`src/rtl/utils_top.sv`:
```
// rtl/utils_top.sv - shared constants and loader state type for the instruction memory
// Contents:
//   BUBBLE     - NOP instruction (addi x0,x0,0) returned when no valid instruction exists
//   ld_state_t - byte-loader state encoding
package utils_top;

    localparam logic [31:0] BUBBLE = 32'h0000_0013;

    typedef enum logic [1:0] {
        LD_IDLE,
        LD_LOAD,
        LD_DONE
    } ld_state_t;

endpackage

```
`src/rtl/inst_mem_if.sv`:
```
// rtl/inst_mem_if.sv - fetch and byte-loader bundle between core/loader and inst_mem
// Signals:
//   mem_addr / mem_dat_out      - fetch byte address and the instruction returned for it
//   ld_start / ld_words         - start-load pulse and number of words to load
//   ld_vld / ld_byte / ld_rdy   - byte stream into the memory
//   ld_busy / ld_done / ld_err  - load status back to the core
// Modports: master = core/loader side, slave = memory side.
interface inst_mem_if #(
    parameter int INST_MEM_BYTE_ADD_W = 8
);

    logic [31:0]                    mem_addr;
    logic [31:0]                    mem_dat_out;
    logic                           ld_start;
    logic [INST_MEM_BYTE_ADD_W-2:0] ld_words;
    logic                           ld_vld;
    logic [7:0]                     ld_byte;
    logic                           ld_rdy;
    logic                           ld_busy;
    logic                           ld_done;
    logic                           ld_err;

    modport master (
        output mem_addr, ld_start, ld_words, ld_vld, ld_byte,
        input  mem_dat_out, ld_rdy, ld_busy, ld_done, ld_err
    );

    modport slave (
        input  mem_addr, ld_start, ld_words, ld_vld, ld_byte,
        output mem_dat_out, ld_rdy, ld_busy, ld_done, ld_err
    );

endinterface

```
`src/rtl/inst_mem_byte_asm.sv`:
```
// rtl/inst_mem_byte_asm.sv - assembles little-endian 32-bit words from accepted loader bytes
// Ports:
//   clk, rst  - clock and synchronous active-high reset
//   clr       - discard any partial word and restart at byte lane 0
//   byte_acc  - a loader byte is accepted this cycle
//   byte_in   - the accepted byte
//   word_vld  - pulse, same cycle as the 4th byte of a word is accepted
//   word      - assembled word, valid while word_vld is high
module inst_mem_byte_asm (
    input  logic        clk,
    input  logic        rst,
    input  logic        clr,
    input  logic        byte_acc,
    input  logic [7:0]  byte_in,
    output logic        word_vld,
    output logic [31:0] word
);

    logic [1:0]  byte_cnt;
    logic [23:0] hold;

    // The 4th byte is never stored: it is combined directly with the three held
    // bytes so the top can write the word on the same edge that accepts it.
    assign word_vld = byte_acc && (byte_cnt == 2'd3);
    assign word     = {byte_in, hold};

    always_ff @(posedge clk) begin
        if (rst || clr) begin
            byte_cnt <= 2'd0;
            hold     <= 24'd0;
        end else if (byte_acc) begin
            byte_cnt <= byte_cnt + 2'd1;
            case (byte_cnt)
                2'd0:    hold[7:0]   <= byte_in;
                2'd1:    hold[15:8]  <= byte_in;
                2'd2:    hold[23:16] <= byte_in;
                default: hold        <= hold;
            endcase
        end
    end

endmodule

```
`src/rtl/inst_mem.sv`:
```
// rtl/inst_mem.sv - instruction memory with combinational fetch read and byte-serial loader
// Ports:
//   clk  - core clock
//   rst  - synchronous active-high reset (array contents are kept)
//   bus  - inst_mem_if slave: fetch address/data plus loader stream and status
// Parameter:
//   INST_MEM_BYTE_ADD_W - byte address width; depth is 2^(INST_MEM_BYTE_ADD_W-2) words
module inst_mem
    import utils_top::*;
#(
    parameter int INST_MEM_BYTE_ADD_W = 8
) (
    input  logic      clk,
    input  logic      rst,
    inst_mem_if.slave bus
);

    localparam int AW    = INST_MEM_BYTE_ADD_W - 2;
    localparam int CW    = INST_MEM_BYTE_ADD_W - 1;
    localparam int DEPTH = 1 << AW;

    ld_state_t      state;
    ld_state_t      state_n;
    logic [CW-1:0]  words_q;
    logic [AW-1:0]  wptr;
    logic           err_q;
    logic           rdy;
    logic           busy;
    logic           done;
    logic           start_ok;
    logic           byte_acc;
    logic           word_vld;
    logic [31:0]    word;
    logic           last_word;
    logic [AW-1:0]  rd_idx;
    logic           addr_oob;
    logic           unused_addr_bits;

    logic [31:0]    mem [DEPTH];

    // ld_words is one bit wider than the pointer so a full-depth load is expressible.
    assign start_ok  = bus.ld_start && (state == LD_IDLE)
                     && (bus.ld_words != '0) && (bus.ld_words <= CW'(DEPTH));
    assign byte_acc  = bus.ld_vld && rdy;
    assign last_word = ({1'b0, wptr} + CW'(1)) == words_q;

    inst_mem_byte_asm u_byte_asm (
        .clk      (clk),
        .rst      (rst),
        .clr      (start_ok),
        .byte_acc (byte_acc),
        .byte_in  (bus.ld_byte),
        .word_vld (word_vld),
        .word     (word)
    );

    always_ff @(posedge clk) begin
        if (rst) begin
            state <= LD_IDLE;
        end else begin
            state <= state_n;
        end
    end

    always_comb begin
        state_n = state;
        rdy     = 1'b0;
        busy    = 1'b0;
        done    = 1'b0;
        case (state)
            LD_IDLE: begin
                if (start_ok) begin
                    state_n = LD_LOAD;
                end
            end
            LD_LOAD: begin
                rdy  = 1'b1;
                busy = 1'b1;
                if (word_vld && last_word) begin
                    state_n = LD_DONE;
                end
            end
            LD_DONE: begin
                done    = 1'b1;
                busy    = 1'b1;
                state_n = LD_IDLE;
            end
            default: state_n = LD_IDLE;
        endcase
    end

    always_ff @(posedge clk) begin
        if (rst) begin
            words_q <= '0;
            wptr    <= '0;
            err_q   <= 1'b0;
        end else begin
            // Any start outside IDLE, or with an out-of-range count, is flagged
            // but never disturbs a load already in progress.
            if (bus.ld_start) begin
                if (start_ok) begin
                    words_q <= bus.ld_words;
                    wptr    <= '0;
                    err_q   <= 1'b0;
                end else begin
                    err_q   <= 1'b1;
                end
            end
            if (word_vld) begin
                wptr <= wptr + AW'(1);
            end
        end
    end

    always_ff @(posedge clk) begin
        if (word_vld) begin
            mem[wptr] <= word;
        end
    end

    assign rd_idx           = bus.mem_addr[INST_MEM_BYTE_ADD_W-1:2];
    assign addr_oob         = |bus.mem_addr[31:INST_MEM_BYTE_ADD_W];
    assign unused_addr_bits = ^bus.mem_addr[1:0];

    assign bus.mem_dat_out = (addr_oob || busy) ? BUBBLE : mem[rd_idx];
    assign bus.ld_rdy      = rdy;
    assign bus.ld_busy     = busy;
    assign bus.ld_done     = done;
    assign bus.ld_err      = err_q;

endmodule

```
`src/flat_wrapper.sv`:
```
// flat-port wrapper written by rule: the top's interface ports become plain ports
module inst_mem_flat import utils_top::*;
#(
    parameter int INST_MEM_BYTE_ADD_W = 8
)
  (clk, rst, bus_mem_addr, bus_ld_start, bus_ld_words, bus_ld_vld, bus_ld_byte, bus_mem_dat_out, bus_ld_rdy, bus_ld_busy, bus_ld_done, bus_ld_err);
  inst_mem_if #(.INST_MEM_BYTE_ADD_W(INST_MEM_BYTE_ADD_W)) bus_i ();
  input  logic clk;
  input  logic rst;
  input wire logic [$bits(bus_i.mem_addr)-1:0] bus_mem_addr;
  input wire logic [$bits(bus_i.ld_start)-1:0] bus_ld_start;
  input wire logic [$bits(bus_i.ld_words)-1:0] bus_ld_words;
  input wire logic [$bits(bus_i.ld_vld)-1:0] bus_ld_vld;
  input wire logic [$bits(bus_i.ld_byte)-1:0] bus_ld_byte;
  output wire logic [$bits(bus_i.mem_dat_out)-1:0] bus_mem_dat_out;
  output wire logic [$bits(bus_i.ld_rdy)-1:0] bus_ld_rdy;
  output wire logic [$bits(bus_i.ld_busy)-1:0] bus_ld_busy;
  output wire logic [$bits(bus_i.ld_done)-1:0] bus_ld_done;
  output wire logic [$bits(bus_i.ld_err)-1:0] bus_ld_err;
  assign bus_i.mem_addr = bus_mem_addr;
  assign bus_i.ld_start = bus_ld_start;
  assign bus_i.ld_words = bus_ld_words;
  assign bus_i.ld_vld = bus_ld_vld;
  assign bus_i.ld_byte = bus_ld_byte;
  assign bus_mem_dat_out = bus_i.mem_dat_out;
  assign bus_ld_rdy = bus_i.ld_rdy;
  assign bus_ld_busy = bus_i.ld_busy;
  assign bus_ld_done = bus_i.ld_done;
  assign bus_ld_err = bus_i.ld_err;
  inst_mem #(.INST_MEM_BYTE_ADD_W(INST_MEM_BYTE_ADD_W)) u_core (.clk(clk), .rst(rst), .bus(bus_i));
endmodule
```
`config.mk`:
```
export PLATFORM = sky130hd
export DESIGN_NAME = inst_mem_flat
export DESIGN_NICKNAME = d
export VERILOG_FILES = /design/src/rtl/utils_top.sv /design/src/rtl/inst_mem_if.sv /design/src/rtl/inst_mem_byte_asm.sv /design/src/rtl/inst_mem.sv /design/src/flat_wrapper.sv
export SDC_FILE = /design/constraint.sdc
export NUM_CORES = 2
export LEC_CHECK = 0
export ABC_CLOCK_PERIOD_IN_PS = 4400
export CORE_MARGIN = 3
export CORE_UTILIZATION = 40
export DETAILED_ROUTE_END_ITERATION = 8
export HOLD_SLACK_MARGIN = 0.06
export SLEW_MARGIN = 40
export SYNTH_ARGS = -nofsm -noshare
export SYNTH_HDL_FRONTEND = slang
export SYNTH_SLANG_ARGS = --single-unit
```
`constraint.sdc`:
```
create_clock -name clk -period 4.4 [get_ports clk]
set_clock_uncertainty 0.05 [all_clocks]
set_input_delay 0.88 -clock clk [delete_from_list [all_inputs] [get_ports clk]]
set_output_delay 0.88 -clock clk [all_outputs]
set_load 0.01 [all_outputs]
```
---- After elaboration in Yosys (flattened, before gate mapping) ----
Memories as Yosys holds them, arrays and structs flattened.
Index checks and enable logic that the tools add are counted.
operators by class
  add/subtract/negate cells ............... 3
  reduce and logical (&&, ||, !) cells .... 21
  $mul .................................... 0
  shift-type cells ........................ 0
  magnitude comparators ................... 1
  divide/modulo/power cells ............... 0
  equal/unequal tests ..................... 8
  bitwise logic cells ..................... 0
  muxes and demuxes ....................... 13
operators with widths
  cell                                                    number
  two-way mux 32 bit                                      1
  OR reduction 24 bit                                     1
  two-way mux 6 bit                                       3
  AND reduction 2 bit                                     6
  adder 6 x 1 -> 7 bit (second input constant)            1
  == test 7 bit                                           1
  less-or-equal comparator 7 bit (second input constant)  1
  nonzero test 7 bit                                      1
  adder 6 x 1 -> 6 bit (second input constant)            1
  == test 2 bit (second input constant)                   3
  logical AND 1 bit                                       6
  two-way mux 1 bit                                       6
  == test 2 x 1 -> 1 bit (second input constant)          2
  logical NOT 2 bit                                       2
  two-way mux 2 bit                                       2
  one-hot mux 2 bit (2 select lines)                      1
  nonzero test 2 bit                                      2
  adder 2 x 1 -> 2 bit (second input constant)            1
  logical OR 1 bit                                        2
  != test 2 x 1 -> 1 bit (second input constant)          1
  != test 2 bit (second input constant)                   1
  OR reduction 2 bit                                      1
word-level totals
  memories kept ........................... 1
  bits in writable memories ............... 2048
  ROM bits ................................ 0
  output and inout bits ................... 36
  bits in latches ......................... 0
  bits in registers ....................... 42
memories
  memory      words  width  read ports  clocked after Yosys merged registers in  wr ports  RTL line        source
  u_core.mem  64     32     1           0                                        1         inst_mem.sv:39  logic [31:0] mem [DEPTH];

---- Longest topological paths before layout ----
  word-level depth ........................ 7
  gate-level depth with buffers ........... 11
  gate-level depth less buffers ........... 8

---- Modules after synthesis ----
From an unflattened synthesis, not the netlist that was laid out.
unflattened totals
  cells, all modules ...................... 3595
  area total of the unflattened synthesis .. 80945.1 um2
modules (own cells, without submodules)
  module             area an instance (um2)  sequential area each (um2)  cells an instance  instances
  inst_mem           79555.0                 61819.3                     3462               1
  inst_mem_byte_asm  1390.1                  520.5                       133                1

---- Least setup slack after synthesis ----
OpenSTA, ideal clock, no wires.
  kind .................................... input -> register
  start ................................... in bus_ld_vld
  end ..................................... mem u_core.mem[55][0], enable pin
  data arrival time ....................... 3.986 ns
  slack ................................... -0.097 ns
  path buffers ............................ 2
  stages .................................. 5
  path through ............................ buf_1 > and3_1 > clkbuf_1 > nand2_1 > nor3_1
between the ends
  cells in the longest elaborated chain, start to end .. 4
ends and longest elaborated chain
  element                                  RTL line                 source
  start, declared                          flat_wrapper.sv:13       input wire logic [$bits(bus_i.ld_vld)-1:0] bus_ld_vld;
  logical AND 1 bit                        inst_mem.sv:44           assign byte_acc = bus.ld_vld && rdy;
  logical AND 1 bit                        inst_mem_byte_asm.sv:24  assign word_vld = byte_acc && (byte_cnt == 2'd3);
  two-way mux 1 bit                        inst_mem.sv:116          if (word_vld) begin
  two-way mux 1 bit (not written as such)  inst_mem.sv:117          mem[wptr] <= word;
  end, declared                            inst_mem.sv:39
No other way between the ends.

---- Worst setup path in the final report ----
  start ................................... reg u_core.state[1]
  end ..................................... out bus_mem_dat_out[7]
between the ends
  cells in the longest elaborated chain, start to end .. 5
ends and longest elaborated chain
  element                                                         RTL line            source
  start, declared                                                 inst_mem.sv:22      ld_state_t state;
  start signal, assigned                                          inst_mem.sv:61      state <= state_n;
  == test 2 bit / == test 2 x 1 -> 1 bit (equally long branches)  inst_mem.sv:70      case (state)
  OR reduction 2 bit (no source line) *                           --
  two-way mux 1 bit *                                             inst_mem.sv:70
  logical OR 1 bit *                                              inst_mem.sv:125     assign bus.mem_dat_out = (addr_oob || busy) ? BUBBLE : mem[rd_idx];
  two-way mux 32 bit *                                            inst_mem.sv:125
  end, declared                                                   flat_wrapper.sv:15  output wire logic [$bits(bus_i.mem_dat_out)-1:0] bus_mem_dat_out;
Mark *: on every way between the ends. The rest lies on a longest branch, timed or not.

==> results.md <==
* Buf/Inv on CP at 5
* Worst Tran Pin Value at 849 ps
* Initial antenna violation count at 4
* Synth top area cells: edfxtp_1 (77%), mux4_2 (16%), mux2i_1 (1.8%)
* Total Die Area at 206000 µm²
* Clock power share at 0.417
* CTS root buf: clkbuf_16
* Max Fclk at 222 MHz
* Hold Buf Count CTS at 0
* Critical Path Max Stage Delay at 440 ps
* CP top delay family: simple AND/OR/NAND/NOR gates
* Status: complete, but fails checks
* Crit path cell chain: inv_2 > ha_4 > nor4_4 > nand4_1 > buf_6 > or3_4 > buf_6 > a221oi_2 > buf_4 > a21oi_2 > o21ai_2 > buf_2
* Synth-to-Final Area Change at 20.0%
* WHS at 440 ps
* CTS tree: yes
* RSZ-0062 raised after global routing: yes
* Ports at 87
* Power Total at 40.6 mW
* Core Area at 199000 µm²
* FF/Latch Area at 62400 µm²
* Maximum clock insertion buffer count at 3
* Pre-antenna DRT Iters at 6
* Internal power at 32.1 mW
* GRT Util Overall at 0.212
* Final Core Density at 0.486
* Class of the worst hold path: flip-flop to flip-flop
* Count of final setup violators at 10
* Area of the multi-input gates at 18100 µm²
* Clock sinks at 2090
* Vias at 39958
* Period minus WS final at 4510 ps
* Crit path max fanout at 5
* Worst-path clk slew at 70 ps
* Synthesized Nets at 3590
* Final slew viol count at 0
* Total number of yosys warnings at 0
* Slew headroom at 0.432
* Most common cell in the netlist: edfxtp_1
* Count of input and output buffers at 84
* Top-area cell type share of the netlist area at 0.765
* Number of remaining DRC errors at 0
* Sequential share of the synthesized area at 0.776
* Psw at 8.46 mW
* H-tree depth at 4
* Arrival @ worst endpoint at 3580 ps
* Chip height at 454 µm
* DP Wirelength at 131 mm
* Fin nets at 4192
* WL final at 217 mm
* Mean Syn Cell Area at 22.8 µm²
* Post-synthesis register bit count at 2090
* Largest net degree at the start of global routing at 66
* Flop pwr share at 0.538
* Post-route cell area at 96400 µm²
* Crit. End Element: primary output
* Dominant cell type by area after synthesis: edfxtp_1
* Mapped Cells at 3530
* Net Sw Frac at 0.209
* Leak pwr at 30.9 nW
* CTS buffer count at 202
* Max VDD drop at 0.418 mV
* Top cell by count, worst path: buf_6
* WL/cell at 31.4 µm
* TNS Setup at -519 ps
* Mapped Area at 80400 µm²
* Violated checks: setup timing
* Most frequent cells after synthesis: edfxtp_1 (2048), mux4_2 (555), mux2i_1 (146), nor2_1 (134), buf_2 (89)
* DRT antenna net count at 0
* Routed vias/inst at 5.76
* CP Class: flip-flop to primary output
* Crit start category: flip-flop
* First-pass GRT wire length at 309 mm
* GRT overflow at 0
* WP data required at 3470 ps
* Async SR Flop Fraction at 0
* Initial Util at 0.405
* Final Hold Vio Count at 0
* Die X at 454 µm
* Final Cycle Share at 1.03
* Final worst slack at -111 ps
* Routability cong. at 0.806
* Total of fill cells in the finished design at 15982
* Clk_lat worst skew at 830 ps
* Placed Area at 89200 µm²
* Slowest cell on crit path: or3_4
* Comb pwr share at 0.044
* Pwr dens at 421 nW/µm²
* Ys flop type: edfxtp_1
* Total of max-cap violations at 0
* Row count at 163
* Synth unique cells at 56
* Vias in the first global route at 40549
* Ratio of cells with drive above 1 in the final layout at 0.362
* Antenna cell count at 0
* Post-synth EDFFs at 2048
* 1st-iter DRT viols at 4838
## per-stage QoR
stage | worst slack [ps] | cells
6_report | -111 | 6933
3_3_place_gp | -1350 | 6550
4_1_cts | -274 | 6929
2_1_floorplan | 4.75 | 3530
3_5_place_dp | -1360 | 6551
5_1_grt | -259 | 6933
## repair_timing
item / 4_1_cts / 5_1_grt
endpoints found under the setup margin: 32 / 21
pin swaps: 28 / 19
buffers inserted: 18 / 8
resized for setup: 275 / 20
## routing by layer
layer	track usage	wire, µm
met4	0.0579	5680
met5	0	0
met2	0.344	106000
met3	0.0375	15600
met1	0.296	89700
## power groups by stage
stage / Sequential (mW) / Clock [mW] / Combinational, mW
floorplan: 22.3 / 0 / 0.914
global placement: 22.3 / 0 / 1.73
detailed placement: 22.3 / 0 / 1.75
CTS: 21.8 / 17.2 / 1.80
global route: 21.8 / 18.0 / 1.90
finish: 21.8 / 16.9 / 1.80
## state kept, by name (all words and copies together), names as in the netlist
register / count
u_core.bus.ld_err: 1
u_core.mem: 2048
u_core.state: 2
u_core.u_byte_asm.byte_cnt: 2
u_core.u_byte_asm.hold: 24
u_core.words_q: 7
u_core.wptr: 6
## cell usage in the layout, fill, tap and decap left out, types with 11 or more instances in the layout
cell type	n
dfxtp_1	16
nor2_1	68
bufinv_16	17
buf_6	47
nor2b_1	44
clkdlybuf4s50_1	39
nor2_4	64
buf_4	363
dfxtp_2	19
clkinv_2	30
edfxtp_1	2048
clkinv_1	52
buf_12	121
o22ai_1	11
nand2_1	45
mux2i_1	146
clkbuf_16	205
a22oi_1	21
a21oi_1	38
nand3_1	27
clkbuf_1	39
buf_2	14
a211oi_1	44
mux4_2	555
## path summary, 6_finish.rpt
check,slack [ps],from,cells past startpoint,endpoint
setup reg to reg,1280,u_core.state[0]$_SDFFE_PP0P_,8,u_core.mem[44][5]$_DFFE_PP_
hold / removal,440,u_core.u_byte_asm.hold[17]$_SDFFE_PP0P_,2,u_core.u_byte_asm.hold[17]$_SDFFE_PP0P_
setup / recovery,-110,u_core.state[1]$_SDFFE_PP0P_,12,bus_mem_dat_out[7]
hold reg to reg,440,u_core.u_byte_asm.hold[17]$_SDFFE_PP0P_,2,u_core.u_byte_asm.hold[17]$_SDFFE_PP0P_
## tightest hold or removal path, delay by kind of cell (launching register included)
kind	cells	cell delay, ps
flops	1	320
simple gates	1	70
mux	1	60
## cells by family (layout without fill, tap and decap cells)
| kind of cell | count (synthesis) | after routing | synth area share |
|---|---|---|---|
| buffers and inverters | 198 | 961 | 0.0122 |
| AO/OA/AOI/OAI | 201 | 201 | 0.0167 |
| flip-flops | 2090 | 2090 | 0.776 |
| multiplexers | 711 | 711 | 0.175 |
| AND/OR/NAND/NOR | 311 | 311 | 0.0179 |
| XOR/XNOR | 10 | 10 | 0.00109 |
| adder cells (fa/ha/maj) | 9 | 9 | 0.00140 |
## final cells by class
cell class / instances / share of cell area
Inverter: 7 / 0.000272
Tap cell: 2640 / 0.0343
Timing Repair Buffer: 589 / 0.0644
Clock buffer: 246 / 0.0550
Sequential cell: 2090 / 0.647
Multi-Input combinational cell: 1242 / 0.188
Clock inverter: 119 / 0.0115
Note: power is estimated with default switching activity, not from simulation.
